--- src/rtl/wbi_pkg.sv ---
// Shared definitions for the Wishbone-to-command master node.
//   - wbi_state_e : node FSM states
//   - TID_W       : width of the transaction ID carried on commands and responses
package wbi_pkg;

   localparam int unsigned TID_W = 4;

   typedef enum logic [1:0] {
      IDLE     = 2'd0,
      WR_BURST = 2'd1,
      RD_WAIT  = 2'd2
   } wbi_state_e;

endpackage

--- src/rtl/wbi_cmd_slot.sv ---
// One-entry valid/ready holding register for outgoing commands.
//
// Ports:
//   clk_i, rst_i : clock, asynchronous active-high reset
//   load_i       : write data_i into the slot (honoured only while ready_o)
//   data_i       : command word to store
//   ready_o      : slot can take a word this cycle (empty, or emptying now)
//   valid_o      : slot holds a command
//   data_o       : stored command word
//   accept_i     : downstream takes the stored command this cycle
module wbi_cmd_slot #(
   parameter int unsigned W = 8
) (
   input  logic         clk_i,
   input  logic         rst_i,
   input  logic         load_i,
   input  logic [W-1:0] data_i,
   output logic         ready_o,
   output logic         valid_o,
   output logic [W-1:0] data_o,
   input  logic         accept_i
);

   logic         valid_q;
   logic [W-1:0] data_q;

   // Pass-through readiness lets a new word land in the same cycle the old one leaves.
   assign ready_o = !valid_q || accept_i;
   assign valid_o = valid_q;
   assign data_o  = data_q;

   always_ff @(posedge clk_i or posedge rst_i) begin
      if (rst_i) begin
         valid_q <= 1'b0;
         data_q  <= '0;
      end else if (load_i && ready_o) begin
         valid_q <= 1'b1;
         data_q  <= data_i;
      end else if (accept_i) begin
         valid_q <= 1'b0;
      end
   end

endmodule

--- src/rtl/wbi_master_node.sv ---
// Wishbone master-side node: turns Wishbone burst requests into single-beat
// commands (one per write beat, one per read burst) and returns read responses.
//
// Ports:
//   clk_i, rst_i          : clock, asynchronous active-high reset
//   wbm_cyc_i/stb_i/we_i  : Wishbone request qualifiers
//   wbm_adr_i/dat_i/sel_i : request address, write data, byte enables
//   wbm_bl_i              : burst length (0 treated as 1)
//   wbm_bry_i             : write beat available / read data accepted
//   wbm_dat_o             : read data
//   wbm_ack_o/lack_o/err_o: beat ack, last-beat ack, error
//   cmd_*                 : registered command channel (cmd_tid_o fixed to MID)
//   res_*                 : read response channel
module wbi_master_node
   import wbi_pkg::*;
#(
   parameter int unsigned       AW  = 32,
   parameter int unsigned       DW  = 32,
   parameter int unsigned       BW  = 4,
   parameter int unsigned       BL  = 10,
   parameter logic [TID_W-1:0]  MID = 4'h0
) (
   input  logic             clk_i,
   input  logic             rst_i,
   input  logic             wbm_cyc_i,
   input  logic             wbm_stb_i,
   input  logic             wbm_we_i,
   input  logic [AW-1:0]    wbm_adr_i,
   input  logic [DW-1:0]    wbm_dat_i,
   input  logic [BW-1:0]    wbm_sel_i,
   input  logic [BL-1:0]    wbm_bl_i,
   input  logic             wbm_bry_i,
   output logic [DW-1:0]    wbm_dat_o,
   output logic             wbm_ack_o,
   output logic             wbm_lack_o,
   output logic             wbm_err_o,
   output logic             cmd_val_o,
   input  logic             cmd_wrdy_i,
   output logic [AW-1:0]    cmd_adr_o,
   output logic             cmd_we_o,
   output logic [DW-1:0]    cmd_dat_o,
   output logic [BW-1:0]    cmd_sel_o,
   output logic [BL-1:0]    cmd_bl_o,
   output logic [TID_W-1:0] cmd_tid_o,
   input  logic             res_rval_i,
   output logic             res_rrdy_o,
   input  logic [DW-1:0]    res_dat_i,
   input  logic             res_lack_i,
   input  logic             res_err_i,
   input  logic [TID_W-1:0] res_tid_i
);

   // Command word layout: {adr, we, dat, sel, bl}
   localparam int unsigned CW = AW + 1 + DW + BW + BL;
   localparam logic [BL-1:0] BL_ONE = {{(BL-1){1'b0}}, 1'b1};

   wbi_state_e    state_q, state_d;
   logic [BL-1:0] cnt_q, cnt_d;      // write beats already captured in this burst
   logic [BL-1:0] blen_q, blen_d;    // effective burst length latched at beat 1
   logic          drain_q, drain_d;  // read abandoned by master: swallow responses
   logic [BL-1:0] eff_bl;
   logic [BL-1:0] beat_num;
   logic          cap_ok;
   logic          load;
   logic [CW-1:0] load_data;
   logic [CW-1:0] slot_data;

   assign eff_bl   = (wbm_bl_i == '0) ? BL_ONE : wbm_bl_i;
   assign beat_num = cnt_q + BL_ONE;

   wbi_cmd_slot #(
      .W (CW)
   ) u_slot (
      .clk_i    (clk_i),
      .rst_i    (rst_i),
      .load_i   (load),
      .data_i   (load_data),
      .ready_o  (cap_ok),
      .valid_o  (cmd_val_o),
      .data_o   (slot_data),
      .accept_i (cmd_wrdy_i)
   );

   assign {cmd_adr_o, cmd_we_o, cmd_dat_o, cmd_sel_o, cmd_bl_o} = slot_data;
   assign cmd_tid_o = MID;

   always_ff @(posedge clk_i or posedge rst_i) begin
      if (rst_i) begin
         state_q <= IDLE;
         cnt_q   <= '0;
         blen_q  <= '0;
         drain_q <= 1'b0;
      end else begin
         state_q <= state_d;
         cnt_q   <= cnt_d;
         blen_q  <= blen_d;
         drain_q <= drain_d;
      end
   end

   always_comb begin
      state_d    = state_q;
      cnt_d      = cnt_q;
      blen_d     = blen_q;
      drain_d    = drain_q;
      load       = 1'b0;
      load_data  = '0;
      wbm_ack_o  = 1'b0;
      wbm_lack_o = 1'b0;
      wbm_err_o  = 1'b0;
      wbm_dat_o  = '0;
      res_rrdy_o = 1'b0;

      case (state_q)
         IDLE: begin
            cnt_d   = '0;
            drain_d = 1'b0;
            if (wbm_cyc_i && wbm_stb_i && cap_ok) begin
               if (wbm_we_i) begin
                  if (wbm_bry_i) begin
                     load      = 1'b1;
                     load_data = {wbm_adr_i, 1'b1, wbm_dat_i, wbm_sel_i, eff_bl};
                     wbm_ack_o = 1'b1;
                     if (eff_bl == BL_ONE) begin
                        wbm_lack_o = 1'b1;
                     end else begin
                        state_d = WR_BURST;
                        cnt_d   = BL_ONE;
                        blen_d  = eff_bl;
                     end
                  end
               end else begin
                  // One command covers the whole read burst; data field unused.
                  load      = 1'b1;
                  load_data = {wbm_adr_i, 1'b0, {DW{1'b0}}, wbm_sel_i, eff_bl};
                  state_d   = RD_WAIT;
               end
            end
         end

         WR_BURST: begin
            if (!wbm_cyc_i) begin
               // Abandoned burst; any captured beat stays in the slot until taken.
               state_d = IDLE;
               cnt_d   = '0;
            end else if (wbm_stb_i && wbm_bry_i && cap_ok) begin
               load      = 1'b1;
               load_data = {wbm_adr_i, 1'b1, wbm_dat_i, wbm_sel_i, blen_q};
               wbm_ack_o = 1'b1;
               cnt_d     = beat_num;
               if (beat_num == blen_q) begin
                  wbm_lack_o = 1'b1;
                  state_d    = IDLE;
                  cnt_d      = '0;
               end
            end
         end

         RD_WAIT: begin
            wbm_dat_o = res_dat_i;
            if (drain_q || !wbm_cyc_i) begin
               // Once the master walks away, keep consuming until the last beat.
               res_rrdy_o = 1'b1;
               drain_d    = 1'b1;
            end else begin
               res_rrdy_o = wbm_bry_i;
               wbm_ack_o  = res_rval_i && wbm_bry_i;
               wbm_lack_o = wbm_ack_o && res_lack_i;
               wbm_err_o  = wbm_ack_o && (res_err_i || (res_tid_i != MID));
            end
            if (res_rval_i && res_rrdy_o && res_lack_i) begin
               state_d = IDLE;
               drain_d = 1'b0;
            end
         end

         default: begin
            state_d = IDLE;
         end
      endcase

      // The IDLE write ack is combinational from inputs, so mask it during reset.
      if (rst_i) begin
         load       = 1'b0;
         wbm_ack_o  = 1'b0;
         wbm_lack_o = 1'b0;
         wbm_err_o  = 1'b0;
         wbm_dat_o  = '0;
         res_rrdy_o = 1'b0;
      end
   end

endmodule

--- config.mk ---
export PLATFORM = sky130hd
export DESIGN_NAME = wbi_master_node
export DESIGN_NICKNAME = d
export VERILOG_FILES = /design/src/rtl/wbi_pkg.sv /design/src/rtl/wbi_cmd_slot.sv /design/src/rtl/wbi_master_node.sv
export SDC_FILE = /design/constraint.sdc
export NUM_CORES = 1
export LEC_CHECK = 0
export CAP_MARGIN = 10
export CORE_MARGIN = 1
export CORE_UTILIZATION = 40
export DETAILED_ROUTE_END_ITERATION = 8
export PLACE_DENSITY = 0.79
export SLEW_MARGIN = 20
export SYNTH_ARGS = -nofsm -noshare
export SYNTH_HDL_FRONTEND = slang
export SYNTH_SLANG_ARGS = --single-unit
--- constraint.sdc ---
create_clock -name clk_i -period 15.51 [get_ports clk_i]
set_input_delay 3.102 -clock clk_i [delete_from_list [all_inputs] [get_ports clk_i]]
set_output_delay 3.102 -clock clk_i [all_outputs]
set_load 0.01 [all_outputs]
* Yosys cells after proc, flatten, opt, wreduce, memory -nomap -nowiden *
Index checks and enable logic that the tools add are counted.

word-level totals
  bits in registers = 103
  input port bits = 124
  output and inout bits = 120
  word-level logic and storage cells = 104

cells by class
  add/sub/neg operators = 1
  equality and inequality tests = 11
  multiplexer cells = 60
  bitwise operators = 1
  reduce and logical (&&, ||, !) cells = 25

operators by type and width
  cell                                             number
  2-to-1 mux 79 bit                                5
  one-hot mux 79 bit (2 select lines)              1
  2-to-1 mux 32 bit                                2
  2-to-1 mux 10 bit                                4
  2-to-1 mux 1 bit                                 34
  one-hot mux 10 bit (2 select lines)              1
  2-to-1 mux 2 bit                                 8
  != test 3 bit (second input constant)            5
  adder 10 x 1 -> 10 bit (second input constant)   1
  == test 10 x 1 -> 1 bit (second input constant)  1
  == test 10 bit                                   1
  logical AND 1 bit                                10
  zero test 10 bit                                 1
  one-hot mux 1 bit (3 select lines)               2
  one-hot mux 2 bit (3 select lines)               1
  AND reduction 6 bit                              1
  nonzero test 2 bit                               3
  AND reduction 5 bit                              1
  != test 2 bit (second input constant)            2
  one-hot mux 1 bit (2 select lines)               2
  AND reduction 2 bit                              2
  nonzero test 4 bit                               1
  logical OR 1 bit                                 3
  == test 2 x 1 -> 1 bit (second input constant)   1
  4 further kinds                                  5

* Logic depth before layout (Yosys ltp) *
Gate-level depths: netlist (run 1).

  depth in word-level cells = 9
  mapped depth = 9
  gate-level depth less buffers = 7

* Cells and area by module *
A second synthesis (run 1) with hierarchy kept.

second synthesis, totals
  cells, all modules = 498
  area, all modules = 5,509.0 µm²

modules (own cells, without submodules)
  module           instances  cells each  area each (µm²)  seq. area each (µm²)
  wbi_cmd_slot     1          171         3,011.6          2,001.9
  wbi_master_node  1          327         2,497.4          575.6

* Worst setup path before layout (run 1) *
No wires, ideal clock.

  path type = input to output
  start point = input rst_i
  end point = output wbm_dat_o[22]
  data arrival time = 6.925 ns
  required time = 12.408 ns
  slack = 5.483 ns
  stages = 3
  path buffers = 1
  cell sequence = inv_1 -> clkbuf_1 -> and3_1

on the way
  longest elaborated chain between the ends = 1

ends and longest elaborated chain
  item                RTL line                source
  start: declaration  wbi_master_node.sv:24   input logic rst_i,
  2-to-1 mux 32 bit   wbi_master_node.sv:183  if (rst_i) begin
  end: declaration    wbi_master_node.sv:33   output logic [DW-1:0] wbm_dat_o,

No other way between the ends.

* Worst setup path in the final report (run 1) *
  start point = input rst_i
  end point = output wbm_dat_o[7]

Same word-level chain as after synthesis.

==> results of run 1 <==
-- kinds of logic after synthesis --
| family | share of synthesized area |
|---|---|
| and+or+nand+nor | 0.146 |
| AOI/OAI and AO/OA | 0.142 |
| adders and majority gates | 0.00250 |
| buffers and inverters | 0.0472 |
| other | 0.000748 |
| muxes | 0.125 |
| DFF | 0.514 |
| xor gates and xnor gates | 0.0225 |
-- final timing paths --
check	to
max in group asynchronous	cnt_q[9]$_DFFE_PP0P_
min in group asynchronous	u_slot.data_o[50]$_DFFE_PP0P_
max reg2reg	u_slot.data_o[31]$_DFFE_PP0P_
min	u_slot.data_o[46]$_DFFE_PP0P_
max	wbm_dat_o[7]
min reg2reg	u_slot.data_o[46]$_DFFE_PP0P_
-- metal layers --
metal / GRT usage / vias to the layer above
met5: 0 / -
met3: 0.0531 / 23
met4: 0.0952 / 0
met1: 0.284 / 2106
li1: - / 1999
met2: 0.420 / 184
-- where the power goes --
group / internal [mW] / total, mW / switching [mW]
Combinational: 0.213 / 0.341 / 0.129
Sequential: 0.332 / 0.377 / 0.0450
Clock: 0.139 / 0.239 / 0.0998
-- cell usage after synthesis (3+ instances only) --
library cell / count
nor3_1: 10
o211ai_1: 7
a21oi_1: 5
buf_6: 8
nor2b_1: 7
nand2_1: 33
nor2_1: 11
clkbuf_1: 11
mux2_2: 9
dfrtp_1: 103
xor2_1: 4
mux2_4: 35
nor4_1: 3
buf_2: 9
xnor2_1: 7
and3_1: 34
nand3_1: 11
a22oi_1: 9
inv_1: 6
o21ai_0: 21
o221ai_1: 3
buf_4: 5
nand4_1: 5
nand2b_1: 4
a22o_1: 34
-- per-stage QoR --
stage / std cells / cell area, um^2
floorplan: 430 / 5020
global placement: 810 / 7470
detailed placement: 810 / 7470
CTS: 826 / 7790
global route: 826 / 7790
finish: 826 / 7790
-- cell type report --
cell class	instances	area (um^2)
inverter	6	25.0
clock buffer	13	270
timing repair buffer	245	2440
multi-input combinational	288	2220
fill	967	4320
sequential	103	2580
clock inverter	3	47.5
tap	168	210
-- state kept, by name (all words and copies together), names as in the netlist --
name / cells
u_slot.data_o: 79
state_q: 2
cnt_q: 10
blen_q: 10
drain_q: 1
u_slot.valid_o: 1
==> out/qor.csv, run 1 <==
metric;value;unit
WP buf/inv;4;
die height;114;um
vias per inst;5.22;
met1 wire length;6130;um
Crit Path Category;primary input to output port;
critical path depth in cells;5;
post-cts hold buffer count;0;
hold path cells;1;
Final #Nets;778;
fin crit period;9.27;ns
Reg2Reg Setup Slack;12.41;ns
post-synth cell types;53;
Post-synth EDFFs;0;
final hold viol count;0;
status;finished clean;
drt pass-1 iters;4;
DP Worst Slack;6.16;ns
final WL;15600;um
first-pass GRT wire length;23700;um
Hold Crit Start;u_slot.data_o[46]$_DFFE_PP0P_;
fraction of registers with async set/reset;1.00;
Post-CTS Resized;0;
final hold slack;0.484;ns
DR WL met2;8130;um
critical-path maximum fanout;71;
clk sinks;103;
share of cells above drive strength 1;0.119;
Yosys warning count;0;
Worst-path clk slew;0.07;ns
commonest cells after routing, fill and taps aside;clkdlybuf4s50_1, dfrtp_1, mux2_4, and3_1, a22o_1;
Worst Slack Setup Final;6.24;ns
initial antenna violation count;0;
worst-margin pin slew;0.888;ns
Crit path largest cell delay;0.73;ns
Post-CTS Setup Inserts;0;
Tightest Hold Check Type;register to register;
Post-synth top flop;dfrtp_1;
register bit total from synthesis;103;
num rows;40;
RSZ-0062 raised after global routing;false;
clk buf depth;2;
Avg WL per Cell;18.9;um
power after layout;0.958;mW
setup TNS;0;ns
delay-heaviest family, CP;buffers and inverters;
TritonCTS clock tree;built;
f_max;108;MHz
initial core utilization;0.414;
vias in the first global route;4267;
port bufs;239;
mapped cell area;5010;um^2
max_slew headroom;0.408;
n_diodes;0;
IO Count;244;
Yosys top cell area share;0.514;
Setup crit end kind;output port;
startpoint types;primary input;
post-synthesis cell count;427;
core area;12100;um^2
required time worst endpoint;12.41;ns
CTS buffer count;9;
1st-iter DRT viols;339;
worst-path cell chain;clkdlybuf4s50_1 -> inv_4 -> buf_4 -> and3_1 -> clkdlybuf4s50_1;
Period Utilization, post-route;0.598;
most common cell after layout, fill and taps aside;clkdlybuf4s50_1;
ANT nets after route;0;
r2r worst-path depth;7;
Synth area leader;dfrtp_1;
top layer in use;met4;
Final Max Slew Viols;0;
placer congestion estimate;0.912;
total length of routed met3 wires;1020;um
Area growth syn-to-layout;55.4;%
Die Wd;114;um
synth top area cells;dfrtp_1, mux2_4, a22o_1;
utilization after layout;0.643;
routed vias;4312;
Seq/Total Area, Yosys;0.514;
Die ar.;13000;um^2
H-tree levels;3;
pin count of the biggest net entering global routing;83;
drt drc;0;
Worst-Skew Late Latency;0.35;ns
Remaining Overflow, GRT;0;
Peak VDD IR;82.8;uV
most used cell, CP;clkdlybuf4s50_1;
crit path from;rst_i;
pwr/cell area;123;nW/um^2
setup violators final;0;
GRT Resource Usage Total;0.239;
Root Buffer;clkbuf_16;
final setup skew;0.00930;ns
Max-cap violations;0;
CP max-delay cell;clkdlybuf4s50_1;
Syn Area/Cell;11.7;um^2
DPL Wire Length;11400;um
launching point of the worst reg2reg path;state_q[1]$_DFFE_PP0P_;
CP arrival;6.17;ns
LEAKAGE;3.48;nW
(Power assumes the default switching activity.)
==> run 2, diff against run 1 <==
- clock period: 15.51 -> 8.7 ns (I/O delays scaled with it)
==> run 2 against run 1 <==
Clock power grew 60%; global-route usage grew 0.68 points; count of clock-buffer cells in the layout shrank 2; combinational power grew 79%; critical path depth shrank 1; total power grew 74%; highest routed layer unchanged; final area shrank 0.61%; final cell count is the same; register-to-register slack lost 6.8 ns.
==> out/qor.csv, run 2 (synthesis results as in run 1) <==
metric;value;unit;change
status;finished clean;;unchanged
Area growth syn-to-layout;54.4;%;was 55.4%
most common cell after layout, fill and taps aside;clkdlybuf4s50_1;;unchanged
Setup crit end kind;output port;;unchanged
drt drc;0;;unchanged
n_diodes;0;;unchanged
required time worst endpoint;6.96;ns;was 12.41 ns
Peak VDD IR;136;uV;was 82.8 uV
pwr/cell area;215;nW/um^2;was 123 nW/um^2
setup TNS;0;ns;unchanged
cell area after placement;7470;um^2;unchanged
LEAKAGE;3.45;nW;was 3.48 nW
Avg WL per Cell;19.2;um;was 18.9 um
Remaining Overflow, GRT;0;;unchanged
final cell count without fillers;826;;unchanged
TritonCTS clock tree;built;;unchanged
vias per inst;5.26;;was 5.22
commonest cells after routing, fill and taps aside;clkdlybuf4s50_1, dfrtp_1, mux2_4, and3_1, a22o_1;;unchanged
Crit Path Category;primary input to output port;;unchanged
Worst-Skew Late Latency;0.34;ns;was 0.35 ns
Tightest Hold Check Type;register to register;;unchanged
pin count of the biggest net entering global routing;84;;was 83
Die ar.;13000;um^2;unchanged
Root Buffer;clkbuf_16;;unchanged
placer congestion estimate;0.863;;was 0.912
clk sinks;103;;unchanged
critical-path maximum fanout;83;;was 71
worst-path cell chain;clkdlybuf4s50_1 -> inv_4 -> and3_1 -> clkdlybuf4s50_1;;was clkdlybuf4s50_1 -> inv_4 -> buf_4 -> and3_1 -> clkdlybuf4s50_1
RSZ-0062 raised after global routing;false;;unchanged
Die Wd;114;um;unchanged
IO Count;244;;unchanged
ANT nets after route;0;;unchanged
Worst-path clk slew;0.06;ns;was 0.07 ns
WP buf/inv;3;;was 4
CP arrival;4.03;ns;was 6.17 ns
dpl cells;810;;unchanged
f_max;173;MHz;
1st-iter DRT viols;417;;was 339
max_slew headroom;0.386;;was 0.408
GRT Resource Usage Total;0.246;;was 0.239
CTS buffer count;9;;unchanged
final setup skew;0.00857;ns;was 0.00930 ns
CP max-delay cell;inv_4;;was clkdlybuf4s50_1
Final Max Slew Viols;0;;unchanged
delay-heaviest family, CP;buffers and inverters;;unchanged
Post-CTS Setup Inserts;0;;unchanged
core area;12100;um^2;unchanged
Period Utilization, post-route;0.663;;
Final Instance Area;7740;um^2;was 7790 um^2
setup violators final;0;;unchanged
DPL Wire Length;11800;um;was 11400 um
vias in the first global route;4413;;was 4267
final hold viol count;0;;unchanged
Crit path largest cell delay;0.72;ns;was 0.73 ns
startpoint types;primary input;;unchanged
worst-margin pin slew;0.917;ns;was 0.888 ns
Final #Nets;778;;unchanged
H-tree levels;3;;unchanged
initial core utilization;0.414;;unchanged
final hold slack;0.482;ns;was 0.484 ns
clk buf depth;2;;unchanged
most used cell, CP;clkdlybuf4s50_1;;unchanged
fin crit period;5.77;ns;
drt pass-1 iters;4;;unchanged
post-cts hold buffer count;0;;unchanged
Largest register FFs;79;;unchanged
Post-CTS Resized;0;;unchanged
routed vias;4345;;was 4312
first-pass GRT wire length;24400;um;was 23700 um
die height;114;um;unchanged
num rows;40;;unchanged
initial antenna violation count;0;;unchanged
Max-cap violations;0;;unchanged
port bufs;239;;unchanged
final WL;15900;um;was 15600 um
share of cells above drive strength 1;0.117;;was 0.119
==> run 2: cell types whose count changed in the layout (fill, tap and decap cells not counted) <==
cell / previous run / this run
clkbuf_8: 3 / 0
buf_4: 5 / 6
buf_6: 1 / 0
bufinv_16: 1 / 0
clkbuf_1: 1 / 2
clkinv_2: 0 / 1
clkinvlp_4: 0 / 1
inv_8: 0 / 1
==> run 2: worst reg2reg max path: cells and delay by family (launching register included) <==
kind	cells	cell delay, ns
simple gates	3	1.42
flops	1	0.45
compound gates	3	1.13
==> run 2: layout make-up <==
cell class	count	area, um^2
clock buffer	11	233
clock inverter	5	41.3
fill	971	4370
inverter	6	25.0
multi-input combinational	288	2220
sequential	103	2580
tap	168	210
timing repair buffer	245	2440
==> run 2: stage by stage <==
stage | worst slack, ns | total power, mW | util
2_1_floorplan | 1.40 | 0.954 | -
3_3_place_gp | 2.97 | 1.27 | 0.617
3_5_place_dp | 2.88 | 1.29 | 0.617
4_1_cts | 2.88 | 1.68 | 0.639
5_1_grt | 2.74 | 1.75 | 0.639
6_report | 2.93 | 1.66 | 0.639
==> run 2: worst paths after layout <==
kind	start	to	slack [ns]	depth (start not counted)
worst max-delay path	rst_i	wbm_dat_o[7]	2.93	4
worst min-delay path	u_slot.data_o[46]$_DFFE_PP0P_	u_slot.data_o[46]$_DFFE_PP0P_	0.48	1
worst max register to register	state_q[1]$_DFFE_PP0P_	u_slot.data_o[33]$_DFFE_PP0P_	5.64	6
worst min register to register	u_slot.data_o[46]$_DFFE_PP0P_	u_slot.data_o[46]$_DFFE_PP0P_	0.48	1
max in group asynchronous	rst_i	u_slot.data_o[2]$_DFFE_PP0P_	5.14	3
min in group asynchronous	rst_i	u_slot.data_o[60]$_DFFE_PP0P_	2.32	2
==> run 2: power by group <==
group	leakage (nW)	internal (mW)	total, mW	switching, mW
clock network	0.132	0.198	0.382	0.184
logic	1.99	0.379	0.609	0.230
registers	1.33	0.592	0.674	0.0814
==> run 2: per-layer routing <==
| metal | part of all wire | wire [um] | GRT usage |
|---|---|---|---|
| met1 | 0.39 | 6190 | 0.292 |
| met2 | 0.51 | 8090 | 0.426 |
| met3 | 0.075 | 1190 | 0.0638 |
| met4 | 0.027 | 431 | 0.0987 |
| met5 | 0 | 0 | 0 |
